==> src/rtl/spi_mstr16_core.sv <==
// 16-bit mode-3 SPI master: one full-duplex frame per accepted wrt, MSB first.
// SCLK is the divider MSB; the frame starts and ends with SCLK high.
//
// state | meaning
// ------+-----------------------------------------------------------------
// IDLE  | SS_n high, divider parked at PRE, waiting for wrt
// FRONT | SS_n low, SCLK high for the front porch until the first fall
// SHIFT | 16 bit periods: sample MISO at RISE, shift at FALL
module spi_mstr16_core #(
  parameter int DIV_W = 5
) (
  input  logic        clk,
  input  logic        rst,
  input  logic        wrt,
  input  logic [15:0] cmd,
  output logic        done,
  output logic [15:0] rd_data,
  output logic        SS_n,
  output logic        SCLK,
  output logic        MOSI,
  input  logic        MISO
);

  localparam logic [DIV_W-1:0] PRE  = {1'b1, 1'b0, {(DIV_W-2){1'b1}}};
  localparam logic [DIV_W-1:0] FALL = {DIV_W{1'b1}};
  localparam logic [DIV_W-1:0] RISE = {1'b0, {(DIV_W-1){1'b1}}};

  typedef enum logic [1:0] {
    IDLE  = 2'd0,
    FRONT = 2'd1,
    SHIFT = 2'd2
  } state_t;

  state_t           state, state_nxt;
  logic [DIV_W-1:0] div, div_nxt;
  logic [15:0]      shft, shft_nxt;
  logic [3:0]       bit_cnt, bit_cnt_nxt;
  logic             ss_n_nxt, done_nxt;
  logic             miso_smpl, miso_smpl_nxt;

  always_ff @(posedge clk) begin
    if (rst) begin
      state     <= IDLE;
      div       <= PRE;
      shft      <= '0;
      bit_cnt   <= '0;
      SS_n      <= 1'b1;
      done      <= 1'b0;
      miso_smpl <= 1'b0;
    end else begin
      state     <= state_nxt;
      div       <= div_nxt;
      shft      <= shft_nxt;
      bit_cnt   <= bit_cnt_nxt;
      SS_n      <= ss_n_nxt;
      done      <= done_nxt;
      miso_smpl <= miso_smpl_nxt;
    end
  end

  always_comb begin
    state_nxt     = state;
    div_nxt       = div;
    shft_nxt      = shft;
    bit_cnt_nxt   = bit_cnt;
    ss_n_nxt      = SS_n;
    done_nxt      = done;
    miso_smpl_nxt = miso_smpl;

    case (state)
      IDLE: begin
        div_nxt = PRE;
        if (wrt) begin
          shft_nxt    = cmd;
          ss_n_nxt    = 1'b0;
          done_nxt    = 1'b0;
          bit_cnt_nxt = '0;
          state_nxt   = FRONT;
        end
      end

      FRONT: begin
        div_nxt = div + 1'b1;
        if (div == FALL)
          state_nxt = SHIFT;
      end

      SHIFT: begin
        div_nxt = div + 1'b1;
        if (div == RISE)
          miso_smpl_nxt = MISO;
        if (div == FALL) begin
          shft_nxt = {shft[14:0], miso_smpl};
          // Last shift parks the divider so SCLK never makes a 17th fall.
          if (bit_cnt == 4'd15) begin
            div_nxt   = PRE;
            ss_n_nxt  = 1'b1;
            done_nxt  = 1'b1;
            state_nxt = IDLE;
          end else begin
            bit_cnt_nxt = bit_cnt + 4'd1;
          end
        end
      end

      default: state_nxt = IDLE;
    endcase
  end

  assign SCLK    = div[DIV_W-1];
  assign MOSI    = shft[15];
  assign rd_data = shft;

endmodule

==> config.mk <==
export PLATFORM = sky130hd
export DESIGN_NAME = spi_mstr16_core
export DESIGN_NICKNAME = d
export VERILOG_FILES = /design/src/rtl/spi_mstr16_core.sv
export SDC_FILE = /design/constraint.sdc
export NUM_CORES = 1
export LEC_CHECK = 0
export CAP_MARGIN = 0
export CELL_PAD_IN_SITES_DETAIL_PLACEMENT = 0
export CELL_PAD_IN_SITES_GLOBAL_PLACEMENT = 2
export CORE_MARGIN = 4
export CORE_UTILIZATION = 30
export DETAILED_ROUTE_END_ITERATION = 10
export HOLD_SLACK_MARGIN = 0.15
export PLACE_DENSITY_LB_ADDON = 0.1
export SETUP_SLACK_MARGIN = 0.3
export SYNTH_ARGS = -nofsm -noshare
export SYNTH_HDL_FRONTEND = slang
export SYNTH_SLANG_ARGS = --single-unit
==> constraint.sdc <==
create_clock -name clk -period 2.4 [get_ports clk]
set_input_delay 0.24 -clock clk [delete_from_list [all_inputs] [get_ports clk]]
set_output_delay 0.24 -clock clk [all_outputs]
set_load 0.01 [all_outputs]
==> flow_summary_export.csv, run 1 <==
group,metric,value,unit
grt,grt_overflow,0,
synth,synth_edf_count,0,
grt,grt_max_degree,34,
routing,drt-wirelength-per-cell,14.9,um
worst_setup_path,max_stage_delay,0.45,ns
worst_hold_path,worstHoldPathType,"register to register",
clock_tree,htree_levels,2,
timing,min_period,1.99,ns
layout,drive_gt1_share,15.2,%
placed_design,pre_cts_ws,0.359,ns
layout,num-nets-final,239,
layout,postLayoutCellArea,0.00219,mm^2
routing,wirelength,4190,um
power_and_ir_drop,swShare,31.3,%
synth,synth_top_area_cell,"dfxtp_1",
timing,hold_viol,0,
clock_tree,cts_tree,"yes",
power_and_ir_drop,p_leak,0.000780,uW
power_and_ir_drop,power_frac_seq,40.8,%
worst_setup_path,worstPathArrival,2.12,ns
synth,seq_area_frac_synth,35.9,%
floorplanning,die_area,0.00684,mm^2
worst_setup_path,worst-setup-path-type,"register to register",
layout,area_growth,30.7,%
timing,clock_skew,0.00290,ns
timing,setup_viol,0,
synth,yosysUniqueCellTypes,40,
synth,synthesis.area,0.00167,mm^2
timing,post-route-period-util,82.8,%
routing,num_vias,1400,
routing,ant_nets,0,
power_and_ir_drop,peakVddDrop,0.201,mV
worst_setup_path,crit_path_start_kind,"register",
outcome,status,"complete, no violations",
worst_setup_path,path_max_fanout,11,
worst_setup_path,crit_chain,"inv_1 > ha_1 > and4_1 > a21boi_0 > o211a_1 > a31oi_1",
power_and_ir_drop,comb_power_share,31.8,%
clock_tree,cts_buffers,5,
synth,ys_ff_latch,30,
timing,whs,0.475,ns
synth,netlist_instances,172,
timing,tightest_slew,0.507,ns
synth,yosys_warnings,0,
synth,synthArstFlopShare,0,%
timing,setup_slack,0.413,ns
routing,drtPass1Iterations,4,
power_and_ir_drop,p_int,1040,uW
routing,drcViolationCount,0,
grt,grt_usage,12.4,%
floorplanning,die_x,82.7,um
grt,grt_pass1_vias,1406,
placed_design,hpwl,3040,um
floorplanning,ios,40,
synth,yosys-top-cells-area,"dfxtp_1 (36%), a211oi_2 (12%), mux2i_1 (10%)",
routing,drt_iter0_markers,33,
worst_setup_path,required,2.53,ns
timing,setup_tns,0,ns
grt,antenna_found_initial,0,
floorplanning,core_area,0.00527,mm^2
timing,slew_viol_final,0,
floorplanning,num_rows,26,
clock_tree,clkTransAtPathRegs,0.06,ns
placed_design,gp_congestion,0.869,
synth,synth_top_area_share,35.9,%
worst_setup_path,cp-end-kind,"register",
power_and_ir_drop,p_per_area,689,mW/mm^2
clock_tree,cts.sinks,30,
placed_design,port_buffers,39,
floorplanning,die_h,82.7,um
power_and_ir_drop,power_frac_clock,27.4,%
synth,syn_nets,201,
placed_design,placed_cell_area,0.00209,mm^2
clock_tree,clk_latency,0.27,ns
power_and_ir_drop,p_switching,471,uW
floorplanning,initial_core_util,31.7,%
layout,antenna_cells,0,
timing,slew_headroom,65.9,%
grt,grt_pass1_wl,6510,um
timing,rsz0062_at_grt,"false",
synth,syn_area_per_cell,9.73,um^2
clock_tree,clockRootBuffer,"clkbuf_8",
worst_setup_path,cp_slowest_cell,"a21boi_0",
flow_run,max-cap-violations,0,
timing,max_freq,503,MHz
routing,viasPerCell,4.98,
clock_tree,ctsHoldBuffers,0,
synth,ys.flop_type,"dfxtp_1",
clock_tree,ctsLongestPathBuffers,2,
-- metal layers --
layer	vias to the layer above	part of all wire [%]	global-route usage [%]	routed length, um
met2	46	47	21.2	1970
met3	13	5.6	3.47	235
met1	645	45	13.8	1870
met5	-	0	0	0
li1	696	-	-	-
met4	0	2.8	7.19	116
-- kinds of logic (layout without fill, tap and decap cells) --
| family | after synthesis | in the layout | share of synthesized area [%] |
|---|---|---|---|
| fa+ha+maj | 9 | 9 | 6.73 |
| buf+inv | 21 | 59 | 7.25 |
| simple gates | 47 | 48 | 12.9 |
| compound gates | 45 | 45 | 25.0 |
| mux | 19 | 19 | 11.7 |
| xor+xnor | 1 | 1 | 0.524 |
| flops | 30 | 30 | 35.9 |
-- power groups by stage --
stage	Sequential, uW	Combinational [uW]	Clock [uW]
after floorplan	642	292	0
after global placement	623	460	0
after detailed placement	627	469	0
after CTS	616	471	435
after global routing	624	524	455
final	615	479	412
-- placed cells by master, fill, tap and decap left out, drive strengths merged, types with 2 or more instances in the layout --
| cell type | count |
|---|---|
| mux2i | 17 |
| ha | 9 |
| inv | 9 |
| dfxtp | 30 |
| mux2 | 2 |
| o32ai | 2 |
| o21ai | 5 |
| a211oi | 18 |
| clkbuf | 7 |
| nand3 | 4 |
| nor3 | 2 |
| a21oi | 6 |
| nand2 | 8 |
| buf | 3 |
| and2 | 2 |
| a221oi | 2 |
| o211a | 2 |
| clkdlybuf4s50 | 39 |
| nor2 | 24 |
| a31oi | 4 |
-- stage by stage --
stage	power [uW]	std cells	util, %
finish	1510	281	41.5
floorplan	934	172	-
CTS	1520	280	41.3
global route	1600	281	41.5
global placement	1080	272	39.6
detailed placement	1100	272	39.6
-- registers in the layout, summed over array words and instances, names as in the netlist --
register	count
bit_cnt	4
div	5
rd_data	16
state	2
done	1
miso_smpl	1
SS_n	1
-- synth_stat cells, drive strengths merged, types with 2 or more instances --
library cell / n
a221oi: 2
mux2i: 17
a21oi: 6
nor3: 2
o21ai: 5
buf: 8
o211a: 2
nand3: 4
ha: 9
a211oi: 18
a31oi: 4
inv: 9
nor2: 24
o32ai: 2
mux2: 2
dfxtp: 30
nand2: 8
clkbuf: 4
-- area by class of cell --
class / instances / area (um^2)
fillers: 524 / 3080
repair buffers: 42 / 413
flip-flops and latches: 30 / 601
clock inverters: 1 / 5.00
multi-input cells: 122 / 960
clock buffers: 7 / 86.3
inverters: 9 / 33.8
well taps: 70 / 87.6
-- path summary, 6_finish.rpt --
kind | from | endpoint | slack (ns) | cells past startpoint
min | miso_smpl | miso_smpl | 0.47 | 2
max | state[0] | div[4] | 0.41 | 6
min reg2reg | miso_smpl | miso_smpl | 0.47 | 2
max reg2reg | state[0] | div[4] | 0.41 | 6
-- critical path, delay by kind of cell, from the launching register on --
kind | cells | cell delay, ns
buf+inv | 1 | 0.10
compound gates | 3 | 0.72
simple gates | 1 | 0.29
flops | 1 | 0.38
fa+ha+maj | 1 | 0.34
-- repair_timing --
action                     4_1_cts  5_1_grt
setup endpoints to repair        0       16
buffers inserted                 0        0
resized for setup                0        1
(Power assumes the default switching activity.)
==> run 2: changes to the inputs <==
clock period = 1.9 ns   (was 2.4 ns; I/O delays follow)
==> run 2 against run 1 <==
Against the previous run:
- total power rose by 39%
- clock power increased by 21%
- register-to-register slack worse by 0.18 ns
- setup slack worse by 0.18 ns
- final cell count up 3.6%
- fmax rose by 19%
- largest power group unchanged
==> flow_summary_export.csv, run 2 (same netlist as run 1, synthesis figures left out) <==
group,metric,value,unit
layout,area_growth,47.3,%
power_and_ir_drop,p_per_area,847,mW/mm^2
layout,antenna_cells,0,
floorplanning,num_rows,26,
layout,multi_input_area,0.00117,mm^2
grt,grt_pass1_vias,1499,
flow_run,max-cap-violations,0,
timing,setup_tns,0,ns
routing,wirelength,4770,um
worst_setup_path,rr_worst_depth,6,
worst_setup_path,path_max_fanout,8,
power_and_ir_drop,p_int,1400,uW
floorplanning,ios,40,
layout,drive_gt1_share,37.1,%
timing,clock_skew,0.00179,ns
timing,whs,0.470,ns
layout,largest_reg_flops,16,
layout,num-nets-final,251,
worst_hold_path,worstHoldPathType,"register to register",
routing,viasPerCell,5.02,
layout,final_cell_mix,"clkdlybuf4s50_1 (39), dfxtp_1 (25), mux2i_1 (17), a211oi_2 (16), buf_4 (11)",
timing,setup_viol,0,
clock_tree,clk_latency,0.27,ns
routing,drtPass1Iterations,4,
placed_design,gp_congestion,0.810,
worst_setup_path,required,2.09,ns
worst_setup_path,timing.rr.start,"div[1]",
worst_setup_path,cp-end-kind,"register",
placed_design,dp.cells,274,
placed_design,port_buffers,39,
grt,antenna_found_initial,0,
timing,setup_slack,0.232,ns
clock_tree,cts_buffers,5,
power_and_ir_drop,swShare,32.9,%
timing,tightest_slew,0.333,ns
layout,postLayoutCellArea,0.00246,mm^2
clock_tree,clockRootBuffer,"clkbuf_8",
clock_tree,cts_tree,"yes",
floorplanning,die_x,82.7,um
power_and_ir_drop,power_frac_clock,23.9,%
grt,grt_usage,14.8,%
timing,min_period,1.67,ns
clock_tree,clkTransAtPathRegs,0.06,ns
placed_design,hpwl,3110,um
power_and_ir_drop,p_switching,687,uW
power_and_ir_drop,power_frac_seq,38.5,%
floorplanning,core_area,0.00527,mm^2
timing,slew_viol_final,0,
routing,ant_nets,0,
worst_setup_path,max_stage_delay,0.34,ns
worst_setup_path,worst-setup-path-type,"register to register",
layout,mostFrequentLayoutCell,"clkdlybuf4s50_1",
worst_setup_path,cp_slowest_cell,"dfxtp_2",
timing,max_freq,600,MHz
timing,post-route-period-util,87.8,%
worst_setup_path,crit_chain,"ha_4 > and3_4 > ha_4 > mux2_4 > and2_4 > a211oi_2",
timing,rsz0062_at_grt,"true",
placed_design,placed_cell_area,0.00218,mm^2
grt,grt_overflow,0,
worst_setup_path,crit_path_start_kind,"register",
worst_setup_path,worstPathArrival,1.86,ns
routing,drt_iter0_markers,53,
routing,drt-wirelength-per-cell,16.4,um
power_and_ir_drop,comb_power_share,37.6,%
placed_design,pre_cts_ws,-0.00601,ns
timing,hold_viol,0,
outcome,status,"complete, no violations",
worst_hold_path,hold_start,"miso_smpl",
floorplanning,die_area,0.00684,mm^2
routing,num_vias,1460,
timing,slew_headroom,77.5,%
routing,drcViolationCount,0,
worst_setup_path,r2r_end,"rd_data[5]",
floorplanning,die_h,82.7,um
grt,grt_pass1_wl,7580,um
power_and_ir_drop,p_leak,0.000861,uW
layout,ff_latch_area,607,um^2
clock_tree,ctsLongestPathBuffers,2,
worst_hold_path,min_to,"miso_smpl",
worst_setup_path,cpMostUsedCell,"ha_4",
clock_tree,cts.sinks,30,
floorplanning,initial_core_util,31.7,%
layout,nFillCells,540,
layout,stdcell_count,291,
clock_tree,htree_levels,2,
worst_setup_path,r2r_setup_slack,0.23,ns
power_and_ir_drop,peakVddDrop,0.296,mV
worst_hold_path,holdPathStages,2,
grt,grt_max_degree,20,
[run 2: layout make-up]
type	count	share of cell area, %
Clock buffer	6	3.35
Inverter	9	1.37
Multi-Input combinational cell	125	47.3
Sequential cell	30	24.6
Tap cell	70	3.55
Timing Repair Buffer	51	19.8
[run 2: worst max-delay path by stage]
| stage | cells after the start | startpoint | to |
|---|---|---|---|
| floorplan | 8 | div[0] | bit_cnt[1] |
| global placement | 7 | div[0] | rd_data[1] |
| detailed placement | 7 | div[1] | rd_data[0] |
| CTS | 7 | div[0] | state[0] |
| global route | 7 | div[1] | state[0] |
| finish | 6 | div[1] | rd_data[5] |
[run 2: through the flow]
| step | utilization, % | power, uW |
|---|---|---|
| 2_1_floorplan | - | 1260 |
| 3_3_place_gp | 41.4 | 1440 |
| 3_5_place_dp | 41.4 | 1460 |
| 4_1_cts | 45.5 | 2070 |
| 5_1_grt | 46.8 | 2220 |
| 6_report | 46.8 | 2090 |
[run 2: repair_timing]
action,in CTS,in global routing
gates cloned,4,0
pin swaps,5,9
setup endpoints to repair,25,26
setup buffers,5,2
gates resized for setup,21,17
hold endpoints to repair,0,0
hold buffers,0,0
[run 2: per-layer routing]
layer  vias to the layer above  wire length (um)  track usage (%)
met1                       686              2010             17.2
li1                        722                 -                -
met5                         -                 0                0
met3                         7               305             4.12
met2                        45              2390             26.1
met4                         0                65             4.58
[run 2: power groups by stage]
| stage | sequential [uW] | combinational [uW] | clock [uW] |
|---|---|---|---|
| 3_3_place_gp | 804 | 632 | 0 |
| 3_5_place_dp | 809 | 647 | 0 |
| 4_1_cts | 799 | 753 | 522 |
| 5_1_grt | 818 | 853 | 547 |
| 6_report | 803 | 784 | 500 |
| 2_1_floorplan | 828 | 427 | 0 |
[run 2: worst max-delay path: cells and delay by family (launching register included)]
kind | cells | cell delay (ns)
AND/OR/NAND/NOR | 2 | 0.41
flip-flops | 1 | 0.34
adder cells (fa/ha/maj) | 2 | 0.32
multiplexers | 1 | 0.31
AO/OA/AOI/OAI | 1 | 0.20
==> run 3: changes to the inputs <==
--- a/config.mk
+++ b/config.mk
@@ -11,4 +11,5 @@
 export CORE_MARGIN = 4
 export CORE_UTILIZATION = 30
+export CTS_CLUSTER_SIZE = 40
 export DETAILED_ROUTE_END_ITERATION = 10
 export HOLD_SLACK_MARGIN = 0.15
==> constraint.sdc (replaced) <==
create_clock -name clk -period 1.9 [get_ports clk]
set_input_delay 0.19 -clock clk [delete_from_list [all_inputs] [get_ports clk]]
set_output_delay 0.19 -clock clk [all_outputs]
set_load 0.02 [all_outputs]
==> results of run 3 <==
The final DEF is identical to that of run 2. Status: complete, no violations.
Among the figures that moved: total power 2090 uW -> 2140 uW; worst IR drop on VDD 0.296 mV -> 0.297 mV
